--- config.mk ---
export PLATFORM = sky130hd
export DESIGN_NAME = rv32_mem_stage
export DESIGN_NICKNAME = d
export VERILOG_FILES = /design/src/rtl/rv32_mem_pkg.sv /design/src/rtl/rv32_load_align.sv /design/src/rtl/rv32_mem_stage.sv
export SDC_FILE = /design/constraint.sdc
export NUM_CORES = 1
export LEC_CHECK = 0
export ABC_AREA = 1
export CORE_AREA = 4 4 148 150
export CTS_BUF_LIST = sky130_fd_sc_hd__clkbuf_16
export DETAILED_ROUTE_END_ITERATION = 7
export DIE_AREA = 0 0 152 154
export PLACE_DENSITY = 0.82
export SYNTH_ARGS = -nofsm -noshare
export SYNTH_HDL_FRONTEND = slang
export SYNTH_HIERARCHICAL = 1
export SYNTH_SLANG_ARGS = --single-unit
export TNS_END_PERCENT = 10
--- constraint.sdc ---
create_clock -name clk -period 6.1 [get_ports clk]
set_input_delay 0.61 -clock clk [delete_from_list [all_inputs] [get_ports clk]]
set_output_delay 0.61 -clock clk [all_outputs]
set_load 0.1 [all_outputs]
--- src/rtl/rv32_mem_pkg.sv ---
// Shared types and constants for the RV32I MEM stage.
package rv32_mem_pkg;

    localparam logic [2:0] F3_B  = 3'b000;
    localparam logic [2:0] F3_H  = 3'b001;
    localparam logic [2:0] F3_W  = 3'b010;
    localparam logic [2:0] F3_BU = 3'b100;
    localparam logic [2:0] F3_HU = 3'b101;

    typedef enum logic [1:0] {
        WB_ALU  = 2'b00,
        WB_MEM  = 2'b01,
        WB_LINK = 2'b10
    } wb_src_e;

    typedef enum logic [1:0] {
        ST_IDLE = 2'b00,
        ST_REQ  = 2'b01,
        ST_RESP = 2'b10
    } mem_state_e;

endpackage

--- src/rtl/rv32_load_align.sv ---
// Extracts the addressed byte/half/word from a load beat and sign- or zero-extends it.
module rv32_load_align
    import rv32_mem_pkg::*;
(
    input  logic [31:0] rdata,
    input  logic [1:0]  addr,
    input  logic [2:0]  funct3,
    output logic [31:0] data
);

    logic [31:0] shifted;

    assign shifted = rdata >> {addr, 3'b000};

    always_comb begin
        data = shifted;
        case (funct3)
            F3_B:    data = {{24{shifted[7]}}, shifted[7:0]};
            F3_BU:   data = {24'h0, shifted[7:0]};
            F3_H:    data = {{16{shifted[15]}}, shifted[15:0]};
            F3_HU:   data = {16'h0, shifted[15:0]};
            default: data = shifted;
        endcase
    end

endmodule

--- src/rtl/rv32_mem_stage.sv ---
// MEM stage: data-memory req/gnt/rvalid port, load alignment, stall, MEM/WB register and forwarding.
//   state   | meaning
//   IDLE    | no access outstanding; aligned memory op requests combinationally
//   REQ     | request presented, waiting for gnt
//   RESP    | load granted, waiting for rvalid
module rv32_mem_stage
    import rv32_mem_pkg::*;
(
    input  logic        clk,
    input  logic        reset,
    input  logic [31:0] pc_in,
    input  logic [31:0] iw_in,
    input  logic [31:0] alu_in,
    input  logic [31:0] rs2_data_in,
    input  logic [4:0]  wb_reg_in,
    input  logic        wb_enable_in,
    input  logic        we_in,
    input  logic [1:0]  wb_src_in,
    output logic        dmem_req,
    output logic        dmem_we,
    output logic [31:0] dmem_addr,
    output logic [3:0]  dmem_be,
    output logic [31:0] dmem_wdata,
    input  logic        dmem_gnt,
    input  logic        dmem_rvalid,
    input  logic [31:0] dmem_rdata,
    output logic        mem_stall,
    output logic        misalign_out,
    output logic [31:0] pc_out,
    output logic [31:0] iw_out,
    output logic [31:0] wb_data_out,
    output logic [4:0]  wb_reg_out,
    output logic        wb_enable_out,
    output logic        df_mem_enable,
    output logic [4:0]  df_mem_reg,
    output logic [31:0] df_mem_data
);

    mem_state_e  state, state_next;
    logic        mem_op;
    logic        misaligned;
    logic        done;
    logic [1:0]  ofs;
    logic [31:0] load_data;
    logic [31:0] wb_data;

    assign ofs    = alu_in[1:0];
    assign mem_op = we_in | (wb_src_in == WB_MEM);

    // funct3[1:0] selects the access width; the reserved 11 encoding behaves as a byte
    always_comb begin
        misaligned = 1'b0;
        dmem_be    = 4'b0001 << ofs;
        dmem_wdata = {4{rs2_data_in[7:0]}};
        case (iw_in[13:12])
            2'b01: begin
                misaligned = ofs[0];
                dmem_be    = ofs[1] ? 4'b1100 : 4'b0011;
                dmem_wdata = {2{rs2_data_in[15:0]}};
            end
            2'b10: begin
                misaligned = (ofs != 2'b00);
                dmem_be    = 4'b1111;
                dmem_wdata = rs2_data_in;
            end
            default: ;
        endcase
        misaligned = misaligned & mem_op;
    end

    assign dmem_addr = {alu_in[31:2], 2'b00};

    always_ff @(posedge clk or posedge reset) begin
        if (reset) state <= ST_IDLE;
        else       state <= state_next;
    end

    always_comb begin
        state_next = state;
        dmem_req   = 1'b0;
        done       = 1'b0;
        case (state)
            ST_IDLE: begin
                if (mem_op && !misaligned) begin
                    dmem_req = 1'b1;
                    if (!dmem_gnt)  state_next = ST_REQ;
                    else if (we_in) done       = 1'b1;
                    else            state_next = ST_RESP;
                end
            end
            ST_REQ: begin
                dmem_req = 1'b1;
                if (dmem_gnt) begin
                    if (we_in) begin
                        done       = 1'b1;
                        state_next = ST_IDLE;
                    end else begin
                        state_next = ST_RESP;
                    end
                end
            end
            ST_RESP: begin
                if (dmem_rvalid) begin
                    done       = 1'b1;
                    state_next = ST_IDLE;
                end
            end
            default: state_next = ST_IDLE;
        endcase
    end

    assign dmem_we   = dmem_req & we_in;
    assign mem_stall = mem_op & ~misaligned & ~done;

    rv32_load_align u_load_align (
        .rdata  (dmem_rdata),
        .addr   (ofs),
        .funct3 (iw_in[14:12]),
        .data   (load_data)
    );

    always_comb begin
        case (wb_src_in)
            WB_MEM:  wb_data = load_data;
            WB_LINK: wb_data = pc_in + 32'd4;
            default: wb_data = alu_in;
        endcase
    end

    assign df_mem_enable = wb_enable_in & ~mem_stall & ~misaligned & (wb_reg_in != 5'd0);
    assign df_mem_reg    = wb_reg_in;
    assign df_mem_data   = wb_data;

    always_ff @(posedge clk or posedge reset) begin
        if (reset) begin
            pc_out        <= '0;
            iw_out        <= '0;
            wb_data_out   <= '0;
            wb_reg_out    <= '0;
            wb_enable_out <= 1'b0;
            misalign_out  <= 1'b0;
        end else if (mem_stall || misaligned) begin
            pc_out        <= '0;
            iw_out        <= '0;
            wb_data_out   <= '0;
            wb_reg_out    <= '0;
            wb_enable_out <= 1'b0;
            misalign_out  <= misaligned;
        end else begin
            pc_out        <= pc_in;
            iw_out        <= iw_in;
            wb_data_out   <= wb_data;
            wb_reg_out    <= wb_reg_in;
            wb_enable_out <= wb_enable_in;
            misalign_out  <= 1'b0;
        end
    end

endmodule

# Word-level counts from Yosys, hierarchy flattened

Index checks and enable logic that the tools add are counted.

Flip-flop bits (word level): 105
Output and inout port bits: 212
Logic and storage cells: 68

$add $sub $neg: 1
Equal/unequal tests: 13
Shifts and indexed selects: 2
Mux-type cells: 26
Bitwise logic cells: 11
Reductions and logical operators: 8

Operator list:

| cell                    | count |
|---|---|
| $pmux W32 S2            | 2 |
| $pmux W32 S4            | 1 |
| $mux W32                | 3 |
| $add A32 B3 Y32 const B | 1 |
| $shr A32 B5 Y32         | 1 |
| $mux W2                 | 6 |
| $pmux W4 S2             | 1 |
| $and A1 B1 Y1           | 7 |
| $mux W1                 | 7 |
| $eq A2 B1 Y1 const B    | 3 |
| $eq A2 B2 Y1 const B    | 3 |
| $eq A3 B3 Y1 const B    | 2 |
| $ne A2 B2 Y1 const B    | 3 |
| $pmux W2 S3             | 1 |
| $mux W5                 | 1 |
| $reduce_bool A5 Y1      | 1 |
| $mux W4                 | 1 |
| $pmux W1 S2             | 2 |
| $reduce_and A4 Y1       | 1 |
| $shl A1 B2 Y4 const A   | 1 |
| $eq A3 B1 Y1 const B    | 1 |
| $logic_not A3 Y1        | 1 |
| $ne A3 B3 Y1 const B    | 1 |
| $not A1 Y1              | 3 |
| 7 further kinds         | 7 |

# Depth between registers and ports, before layout

Depth after elaboration: 13
Depth in mapped cells: 13
Gate-level depth less buffers: 11

# Hierarchy

Netlist, hierarchy kept.

By module, submodules not included:

| module          | times used | cells each | area each (um^2) | seq. area each (um^2) |
|---|---|---|---|---|
| rv32_mem_stage  | 1          | 822        | 5944.5           | 2627.5 |
| rv32_load_align | 1          | 165        | 810.8            | 0.0 |

# Worst setup path after synthesis

OpenSTA, ideal clock, no wires.

Path type: in2out
Start point: input port iw_in[12]
End point: output port dmem_wdata[10]
Arrival time: 3466 ps
Slack: 2024 ps
Cell stages on the path: 6
Buffers on the path: 1
Cells stage by stage: inv_1 -> ha_1 -> buf_4 -> nor2_8 -> nor2_8 -> o21ai_0

Word-level cells in the longest chain between the ends: 2
Elaborated cells between the ends (all ways): 3
Classes of those cells: eq/ne: 2; mux: 1

Ends and longest elaborated chain:

| what                                         | line                 | source |
|---|---|---|
| start: declaration                           | rv32_mem_stage.sv:12 | `input logic [31:0] iw_in,` |
| $eq A2 B2 Y1 or $eq A2 B1 Y1 (tied branches) | rv32_mem_stage.sv:55 | `case (iw_in[13:12])` |
| $pmux W32 S2 *                               | rv32_mem_stage.sv:55 |  |
| end: declaration                             | rv32_mem_stage.sv:23 | `output logic [31:0] dmem_wdata,` |

Mark *: on every way between the ends. The rest lies on a longest branch, timed or not.

# Worst setup path in the final report

Start point: input port iw_in[12]
End point: output port df_mem_enable

Word-level cells in the longest chain between the ends: 13
Elaborated cells between the ends (all ways): 16
Classes of those cells: eq/ne: 2; mux: 3; bitwise: 9; reduce/logical: 2

Ends and longest elaborated chain:

| what                                         | line                  | source |
|---|---|---|
| $eq A2 B2 Y1 or $eq A2 B1 Y1 (tied branches) | rv32_mem_stage.sv:55  |  |
| $pmux W1 S2 *                                | rv32_mem_stage.sv:55  |  |
| $and A1 B1 Y1 *                              | rv32_mem_stage.sv:68  | `misaligned = misaligned & mem_op;` |
| $logic_not A1 Y1                             | rv32_mem_stage.sv:84  | `if (mem_op && !misaligned) begin` |
| $logic_and A1 B1 Y1                          | rv32_mem_stage.sv:84  |  |
| $mux W1                                      | rv32_mem_stage.sv:84  |  |
| $pmux W1 S3                                  | rv32_mem_stage.sv:82  | `case (state)` |
| $not A1 Y1                                   | rv32_mem_stage.sv:113 | `assign mem_stall = mem_op & ~misaligned & ~done;` |
| $and A1 B1 Y1                                | rv32_mem_stage.sv:113 |  |
| $not A1 Y1                                   | rv32_mem_stage.sv:130 | `assign df_mem_enable = wb_enable_in & ~mem_stall & ~misaligned & (wb_reg_in != 5'd0);` |
| $and A1 B1 Y1                                | rv32_mem_stage.sv:130 |  |
| $and A1 B1 Y1 * (2 in a row)                 | rv32_mem_stage.sv:130 |  |
| end: declaration                             | rv32_mem_stage.sv:34  | `output logic df_mem_enable,` |

Marks and branches as above.

==> out/results.ini <==
[worst_setup_path]
critPathMaxFanout = 19
critical_path.top_delay_family = buffers and inverters
worstPathRequired_ns = 5.49
worst_path_max_delay_cell = clkdlybuf4s50_1
buf_inv_on_cp = 3
kind_of_end_point_of_the_critical_path = output port
worst-setup-path-type = in2out
cpPeakStageDelay_ns = 1.15
worstPathCellList = clkdlybuf4s50_1 > inv_1 > ha_1 > nor2_8 > nor2_8 > nor2_4 > o21ai_1 > nand3_1 > a21oi_1 > clkdlybuf4s50_1
timing.critical_path.arrival_ns = 4.15
timing.critical_path.from_type = primary input

[grt]
globalRouteOverflowTotal = 0
grt_max_degree = 79
grt_use_met3 = 0.0546
grt_first_pass_wirelength_mm = 40.8
vias_in_the_first_global_route = 7227
grt_use_met1 = 0.279
grt_antenna_before_repair = 0
global_route.usage.met2 = 0.383
grt_most_used_layer = met2
global_route.usage.total = 0.220

[power_and_ir_drop]
vdd.ir_drop.worst_mv = 0.157
powerDensity_mw_per_mm2 = 359
static_leakage_nw = 5.11
report.power.total_w = 0.00382

[detailed_routing]
drt_iter0_drc = 512
detail_route.wl_per_cell_um = 17.1
detailroute.via_count = 7387
routed_via_density = 4.67
route.final.wire_length_mm = 27.1
drt_first_pass_iters = 5
antenna_violating_nets_post_route = 0
drc = 0

[sta]
period_share = 0.781
final_max_slew_viol_count = 0
final.setup.tns_ns = 0
fin_skew_ns = 0.00917
setup_viol = 0
tightestPinTransition_ns = 1.05
timing.final.ws_setup_ns = 1.34
final-hold-violation-count = 0
clock.fmax_ghz = 0.210
hold_ws_ns = 0.640
max_slew_margin = 0.296
layout_min_cycle_time_ns = 4.76
rsz0062_at_grt = false

[status]
run_status = finished clean

[die]
rows = 53
initial_core_util = 0.326
chipWidth_um = 152
die_area_mm2 = 0.0234
top_level_pins = 385
die_y_um = 154
core_area_mm2 = 0.0207

[clocking]
clock_insertion_delay_worst_skew_ns = 0.35
clkTransAtPathRegs_ns = 0.07
clock-root-buffer = clkbuf_16
tritoncts = built
cts.repair_timing.setup_buffer_count = 0
ctsHtreeMaxLevel = 3
clkSinkCount = 105
cts.path.max_buffers = 2
cts-buffers-inserted = 9
post_cts.resized_instances = 0
cts_hold_repair_buffers = 0

[synth]
synth_cell_types = 34
netlist_instances = 987
synthesis.area_per_instance_um2 = 6.84
synth_sequential_area_ratio = 0.389
ys.warnings.count = 6
syn_area_mm2 = 0.00676
ys_ff_latch = 105

[flow_run]
max_cap_violations = 0

[placement]
hpwl_after_detailed_placement_mm = 22.1
postPlaceCellArea_mm2 = 0.0103
pre_cts_ws_ns = 1.33
port_buffers = 382
routabilityCongestion = 0.937

[final_layout]
layout-drive-gt1-share = 0.0467
fillerInstances = 2050
antenna_cells_inserted = 0
layout.cell_area.non_filler_mm2 = 0.0106
ff_latch_area_mm2 = 0.00263
area_growth_pct = 57.3
most_used_cells_in_the_layout_excluding_fill_and_tap_cells = clkdlybuf4s50_1 (378), nand2_1 (229), nor2_1 (164)
final_net_count = 1480
mostFrequentLayoutCell = clkdlybuf4s50_1
multi_input_comb_area_mm2 = 0.00293

[min_path]
worstHoldPathType = reg2reg

-- cell usage after synthesis --
library cell    n  share of area
nand2_1       230           0.13
nor2_1        164          0.091
inv_1         149          0.083
dfrtp_1       105           0.39
nand3_1        71          0.053
o21ai_0        64          0.047
a21oi_1        55          0.041
buf_4          47          0.052
or2_2          16          0.015
buf_6          15          0.025
clkbuf_1       15         0.0083
o211ai_1       10          0.011
buf_2           7         0.0052
ha_1            5         0.0093
nand3_2         5         0.0074
o31ai_1         4         0.0044
inv_2           3         0.0017
o21ai_1         3         0.0022
nand2_2         2         0.0019
nor2_4          2         0.0033
nor2_8          2         0.0059
a22o_1          1         0.0013
and2_1          1        0.00093
buf_1           1        0.00056
buf_8           1         0.0022
conb_1          1        0.00056
inv_4           1        0.00093
nand3_4         1         0.0026
nand3b_1        1         0.0011
nor2_2          1        0.00093
nor3_1          1        0.00074
nor4_1          1        0.00093
o211ai_2        1         0.0019
o21a_1          1         0.0011
-- report_power, final --
part | switching (W) | internal (W)
logic | 0.00189 | 0.000520
clock network | 0.000271 | 0.000281
registers | 0.0000360 | 0.000820
-- final timing paths --
check                                     startpoint                        end  slack (ns)  cells after the start
min in group asynchronous                      reset  wb_data_out[15]$_DFF_PP0_        0.69                      2
worst max register to register  state[0]$_DFFE_PP0P_       pc_out[10]$_DFF_PP0_        3.82                      9
worst min-delay path            state[1]$_DFFE_PP0P_       state[1]$_DFFE_PP0P_        0.64                      2
worst max-delay path                       iw_in[12]              df_mem_enable        1.34                     10
worst min register to register  state[1]$_DFFE_PP0P_       state[1]$_DFFE_PP0P_        0.64                      2
max in group asynchronous                      reset       pc_out[26]$_DFF_PP0_        4.23                      3
-- metrics by stage --
stage | utilization | cells
final | 0.514 | 1582
after detailed placement | 0.500 | 1566
after floorplan | - | 988
after CTS | 0.514 | 1582
after global placement | 0.500 | 1566
after global routing | 0.514 | 1582
-- layer usage --
metal / vias to the layer above / wire (µm)
li1: 3621 / -
met5: - / 0
met3: 23 / 2260
met1: 3390 / 11100
met4: 0 / 393
met2: 353 / 13400
-- logic make-up (layout without fill, tap and decap cells) --
kind of cell	after synthesis	after routing	share of synthesized area
adders and majority gates	5	5	0.00926
DFF	105	105	0.389
AOI/OAI and AO/OA	139	139	0.110
and+or+nand+nor	498	498	0.312
other	1	2	0.000555
buffers and inverters	239	558	0.179
-- worst min-delay path, delay by kind of cell, from the launching register on --
family,cells,cell delay (ns)
AND/OR/NAND/NOR,1,0.13
AO/OA/AOI/OAI,1,0.09
flip-flops,1,0.39
-- state kept, by name, summed over array words and instances (netlist names) --
| register | cells |
|---|---|
| iw_out | 32 |
| pc_out | 32 |
| wb_data_out | 32 |
| wb_reg_out | 5 |
| state | 2 |
| misalign_out | 1 |
| wb_enable_out | 1 |
-- area by class of cell --
cell class / count / share of cell area
sequential: 105 / 0.247
tap: 275 / 0.0324
clock inverter: 7 / 0.00506
multi-input combinational: 644 / 0.276
timing repair buffer: 389 / 0.364
clock buffer: 9 / 0.0212
inverter: 153 / 0.0545
Note: power is estimated with default switching activity, not from simulation.
